### src/rtl/bd_pkg.sv
// Shared types and defaults for the bundled-data sink.
package bd_pkg;

    localparam int BD_DATA_WIDTH  = 8;
    localparam int BD_SYNC_STAGES = 2;

    typedef enum logic [1:0] {
        IDLE  = 2'd0,
        STALL = 2'd1,
        ACK   = 2'd2
    } sink_state_t;

    // Occupancy counter width: must be able to represent a completely full buffer.
    function automatic int count_width(input int depth);
        return $clog2(depth) + 1;
    endfunction

endpackage

### src/rtl/bd_sync_fifo.sv
// Token buffer between the handshake FSM and the valid/ready consumer.
module bd_sync_fifo
    import bd_pkg::*;
#(
    parameter  int DATA_WIDTH = BD_DATA_WIDTH,
    parameter  int FIFO_DEPTH = 4,
    localparam int PTR_W      = $clog2(FIFO_DEPTH),
    localparam int CNT_W      = count_width(FIFO_DEPTH)
) (
    input  logic                  clk,
    input  logic                  rst_n,
    input  logic                  push_i,
    input  logic [DATA_WIDTH-1:0] wr_data_i,
    input  logic                  pop_i,
    output logic [DATA_WIDTH-1:0] rd_data_o,
    output logic                  full_o,
    output logic                  empty_o,
    output logic [CNT_W-1:0]      count_o
);

    logic [DATA_WIDTH-1:0] mem_q [FIFO_DEPTH];
    logic [PTR_W-1:0]      wr_ptr_q;
    logic [PTR_W-1:0]      rd_ptr_q;
    logic [CNT_W-1:0]      count_q;
    logic                  do_push;
    logic                  do_pop;

    assign full_o  = (count_q == CNT_W'(FIFO_DEPTH));
    assign empty_o = (count_q == '0);
    assign do_push = push_i && !full_o;
    assign do_pop  = pop_i && !empty_o;

    always_ff @(posedge clk or negedge rst_n) begin
        if (!rst_n) begin
            wr_ptr_q <= '0;
            rd_ptr_q <= '0;
            count_q  <= '0;
            for (int i = 0; i < FIFO_DEPTH; i++) begin
                mem_q[i] <= '0;
            end
        end else begin
            if (do_push) begin
                mem_q[wr_ptr_q] <= wr_data_i;
                wr_ptr_q        <= wr_ptr_q + PTR_W'(1);
            end
            if (do_pop) begin
                rd_ptr_q <= rd_ptr_q + PTR_W'(1);
            end
            if (do_push && !do_pop) begin
                count_q <= count_q + CNT_W'(1);
            end else if (do_pop && !do_push) begin
                count_q <= count_q - CNT_W'(1);
            end
        end
    end

    assign rd_data_o = mem_q[rd_ptr_q];
    assign count_o   = count_q;

endmodule

### src/rtl/bd_sync_sink.sv
// Synchronous sink for a 4-phase bundled-data channel with throughput statistics.
//   state | meaning
//   IDLE  | waiting for a synchronized request
//   STALL | request pending, buffer full, counting stall cycles
//   ACK   | token captured, Rack high, waiting for request to return low
module bd_sync_sink
    import bd_pkg::*;
#(
    parameter  int DATA_WIDTH  = BD_DATA_WIDTH,
    parameter  int FIFO_DEPTH  = 4,
    parameter  int SYNC_STAGES = BD_SYNC_STAGES,
    parameter  int CNT_WIDTH   = 32,
    localparam int FCW         = count_width(FIFO_DEPTH)
) (
    input  logic                  clk,
    input  logic                  rst,
    input  logic                  Rreq,
    input  logic [DATA_WIDTH-1:0] Rdata,
    output logic                  Rack,
    output logic                  out_valid,
    input  logic                  out_ready,
    output logic [DATA_WIDTH-1:0] out_data,
    output logic [FCW-1:0]        fifo_count,
    output logic [CNT_WIDTH-1:0]  token_count,
    output logic [CNT_WIDTH-1:0]  stall_count,
    output logic [CNT_WIDTH-1:0]  last_gap
);

    localparam logic [CNT_WIDTH-1:0] CNT_MAX = '1;

    logic [SYNC_STAGES-1:0] sync_q;
    logic                   req_s;
    sink_state_t            state_q;
    logic                   rack_q;
    logic [CNT_WIDTH-1:0]   token_cnt_q;
    logic [CNT_WIDTH-1:0]   stall_cnt_q;
    logic [CNT_WIDTH-1:0]   gap_cnt_q;
    logic [CNT_WIDTH-1:0]   last_gap_q;
    logic                   seen_q;
    logic                   full;
    logic                   empty;
    logic                   capture;

    always_ff @(posedge clk or negedge rst) begin
        if (!rst) begin
            sync_q <= '0;
        end else begin
            sync_q <= {sync_q[SYNC_STAGES-2:0], Rreq};
        end
    end

    assign req_s = sync_q[SYNC_STAGES-1];

    // Full is the pre-edge value, so a same-edge pop never lets a stalled token through.
    always_comb begin
        capture = 1'b0;
        if (!full) begin
            capture = (state_q == STALL) || ((state_q == IDLE) && req_s);
        end
    end

    always_ff @(posedge clk or negedge rst) begin
        if (!rst) begin
            state_q     <= IDLE;
            rack_q      <= 1'b0;
            token_cnt_q <= '0;
            stall_cnt_q <= '0;
            gap_cnt_q   <= '0;
            last_gap_q  <= '0;
            seen_q      <= 1'b0;
        end else begin
            unique case (state_q)
                IDLE: begin
                    if (capture) begin
                        rack_q  <= 1'b1;
                        state_q <= ACK;
                    end else if (req_s) begin
                        state_q <= STALL;
                    end
                end
                STALL: begin
                    if (stall_cnt_q != CNT_MAX) begin
                        stall_cnt_q <= stall_cnt_q + CNT_WIDTH'(1);
                    end
                    if (capture) begin
                        rack_q  <= 1'b1;
                        state_q <= ACK;
                    end
                end
                ACK: begin
                    if (!req_s) begin
                        rack_q  <= 1'b0;
                        state_q <= IDLE;
                    end
                end
                default: begin
                    rack_q  <= 1'b0;
                    state_q <= IDLE;
                end
            endcase

            // Gap counter restarts at 1 so the next capture reports the edge distance.
            if (capture) begin
                token_cnt_q <= token_cnt_q + CNT_WIDTH'(1);
                gap_cnt_q   <= CNT_WIDTH'(1);
                last_gap_q  <= seen_q ? gap_cnt_q : '0;
                seen_q      <= 1'b1;
            end else if (gap_cnt_q != CNT_MAX) begin
                gap_cnt_q <= gap_cnt_q + CNT_WIDTH'(1);
            end
        end
    end

    bd_sync_fifo #(
        .DATA_WIDTH (DATA_WIDTH),
        .FIFO_DEPTH (FIFO_DEPTH)
    ) u_fifo (
        .clk       (clk),
        .rst_n     (rst),
        .push_i    (capture),
        .wr_data_i (Rdata),
        .pop_i     (out_ready),
        .rd_data_o (out_data),
        .full_o    (full),
        .empty_o   (empty),
        .count_o   (fifo_count)
    );

    assign Rack        = rack_q;
    assign out_valid   = !empty;
    assign token_count = token_cnt_q;
    assign stall_count = stall_cnt_q;
    assign last_gap    = last_gap_q;

endmodule

### config.mk
export PLATFORM = sky130hd
export DESIGN_NAME = bd_sync_sink
export DESIGN_NICKNAME = d
export VERILOG_FILES = /design/src/rtl/bd_pkg.sv /design/src/rtl/bd_sync_fifo.sv /design/src/rtl/bd_sync_sink.sv
export SDC_FILE = /design/constraint.sdc
export NUM_CORES = 1
export LEC_CHECK = 0
export ABC_AREA = 1
export CORE_MARGIN = 10
export CORE_UTILIZATION = 45
export CTS_CLUSTER_DIAMETER = 150
export DETAILED_ROUTE_END_ITERATION = 6
export PLACE_DENSITY = 0.67
export REMOVE_ABC_BUFFERS = 1
export SETUP_SLACK_MARGIN = 0.1
export SYNTH_ARGS = -nofsm -noshare
export SYNTH_HDL_FRONTEND = slang
export SYNTH_SLANG_ARGS = --single-unit
### constraint.sdc
create_clock -name clk -period 3.3 [get_ports clk]
set_clock_uncertainty 0.15 [all_clocks]
set_input_delay 0.825 -clock clk [delete_from_list [all_inputs] [get_ports clk]]
set_output_delay 0.825 -clock clk [all_outputs]
set_load 0.01 [all_outputs]
==> qor.csv <==
metric,value,unit
cts_root_buf,clkbuf_16,
holdPathStages,0,
synth.top_cell.area_share,0.4733,
wirelength,23340,µm
maxSlewViolCount,0,
first_pass_iters,7,
ios,121,
area_growth,22.62,%
viasPerCell,4.909,
place_ws,679.6,ps
r2r-start,gap_cnt_q[0],
synth_top_area_cell,dfrtp_1,
leakage,5.148,nW
grt_pass1_vias,7890,
hold_class,flop to flop,
required,2320,ps
clockBufferDepth,2,
ys_seq_elements,173,
wl_per_cell,14.14,µm
yosys_warnings,0,
layout.nets,1389,
synthTopCellsByArea,"dfrtp_1, nand2_1, nor2_1",
clock-sinks,173,
path_class,flop to output port,
yosys_most_used_dff,dfrtp_1,
fin_setup_tns,0,ps
period_needed,3014,ps
hold_violations,0,
syn_inst,1251,
antenna_found_initial,0,
worstPathArrival,2040,ps
portBuffers,120,
netlist_area,9148,µm²
overflow,0,
dp.final_hpwl,17050,µm
cts_buffers,17,
crit_chain,inv_1 -> o21ai_0 -> o22ai_1 -> clkdlybuf4s50_1,
rows,52,
synthDistinctLibCells,35,
syn_area_per_cell,7.312,µm²
cp-end-kind,output port,
drc,2,
layout-drive-gt1-share,0.05141,
diodes,0,
ir_worst_vdd,514.2,µV
grt_max_degree,63,
r2r-end,gap_cnt_q[4],
post-route-worst-setup-slack,286.4,ps
cts_tree,done,
postSynth.asyncResetShare,1.000,
clk_pin_slew,70,ps
max-cap-violations,0,
drt.antenna.violating_nets,0,
setup_violations,0,
crit_fanout,10,
max_stage_delay,570,ps
powerDensity,577.5,nW/µm²
die-area,26430,µm²
die-width,162.6,µm
violations,DRC,
r2r_slack,920,ps
synth-seq-area-share,0.4733,
grt_use_total,0.1816,
synth_edf_count,0,
synth.most_common_cell,nand2_1,
drt_iter0_markers,514,
critical-path-slowest-cell,clkdlybuf4s50_1,
fmax,331.8,MHz
core_area,20100,µm²
clk_latency,430,ps
place_congestion,0.9102,
start_util,0.4550,
post-route-period-util,0.9132,
fp.dieH,162.6,µm
status,finished with violations,
grt_pass1_wl,39630,µm
rsz0062_at_grt,false,
hold_path_end,sync_q[1],
ys_top_cells_by_count,"nand2_1, dfrtp_1, nor2_1",
htree_levels,4,
start_kind,flop,
ff2ff_path_depth,8,
tightest_slew,807.2,ps
fin_util,0.5579,
hp-start,sync_q[0],
ctsHoldBuffers,0,
vias,8104,
slew_headroom,0.4613,
==> how the worst max path moves through the flow <==
stage	cells past startpoint	start	slack, ps	to
global route	4	u_fifo.rd_ptr_q[1]	150	out_data[5]
detailed placement	8	out_ready	680	u_fifo.count_o[2]
CTS	4	u_fifo.rd_ptr_q[0]	240	out_data[3]
floorplan	10	u_fifo.count_o[0]	110	u_fifo.count_o[2]
finish	4	u_fifo.rd_ptr_q[1]	290	out_data[3]
global placement	8	out_ready	690	u_fifo.count_o[2]
==> power by group <==
group	switching (mW)	internal, mW
registers	0.289	2.48
clock network	0.967	1.01
logic	1.01	0.729
total	2.27	4.21
==> layout make-up <==
class / count / area [µm²]
well taps: 270 / 337.8
repair buffers: 129 / 1308
clock inverters: 15 / 152.6
inverters: 104 / 394.1
multi-input cells: 943 / 4270
flip-flops and latches: 173 / 4329
clock buffers: 17 / 425.4
fillers: 1941 / 8887
==> cells by family (layout without fill, tap and decap cells) <==
logic type               count (synthesis)  after routing  share of synthesized area
adder cells (fa/ha/maj)                  9              9                    0.01313
buffers and inverters                  135            265                    0.06046
AND/OR/NAND/NOR                        790            790                     0.3526
AO/OA/AOI/OAI                          110            110                    0.06798
flip-flops                             173            173                     0.4733
XOR/XNOR                                34             34                    0.03255
==> registers in the layout (all words and copies together), names as in the netlist <==
| name | flops |
|---|---|
| seen_q | 1 |
| u_fifo.count_o | 3 |
| sync_q | 2 |
| stall_count | 32 |
| token_count | 32 |
| u_fifo.mem_q | 32 |
| Rack | 1 |
| u_fifo.rd_ptr_q | 2 |
| last_gap | 32 |
| state_q | 2 |
| u_fifo.wr_ptr_q | 2 |
| gap_cnt_q | 32 |
==> critical path, delay by kind of cell (launching register included) <==
family | cells | cell delay, ps
flops | 1 | 500
compound gates | 2 | 290
buf+inv | 2 | 830
==> placed cells by master (no fill, tap or decap), types with 11 or more instances in the layout <==
cell	netlist	routed
o31ai_1	21	21
nor2_1	166	166
xnor2_1	20	20
o21ai_0	69	69
nand2_1	503	503
nand4_1	12	12
or2_2	11	11
clkbuf_16	0	17
nand3_1	76	76
xor2_1	14	14
inv_1	102	101
clkdlybuf4s50_1	0	119
dfrtp_1	173	173
==> per-layer routing <==
metal	vias up	wire length, µm	track usage
met5	-	0	0
met4	0	253	0.04631
met3	20	1295	0.04272
met2	176	10680	0.2878
met1	3740	11110	0.2452
li1	4168	-	-
==> stage by stage <==
| stage | hold slack [ps] | area (µm²) | instances | power, mW |
|---|---|---|---|---|
| 2_1_floorplan | 181.2 | 8985 | 1220 | 3.721 |
| 3_3_place_gp | 189.1 | 10640 | 1619 | 4.517 |
| 3_5_place_dp | 196.5 | 10640 | 1619 | 4.569 |
| 4_1_cts | 213.2 | 11210 | 1651 | 6.553 |
| 5_1_grt | 223.2 | 11220 | 1651 | 6.924 |
| 6_report | 212.5 | 11220 | 1651 | 6.478 |
==> what timing repair did <==
action,CTS,global route
resized for setup,0,1
endpoints found under the setup margin,0,2
buffers inserted,0,0
No activity file was read; power rests on OpenSTA's default activity.
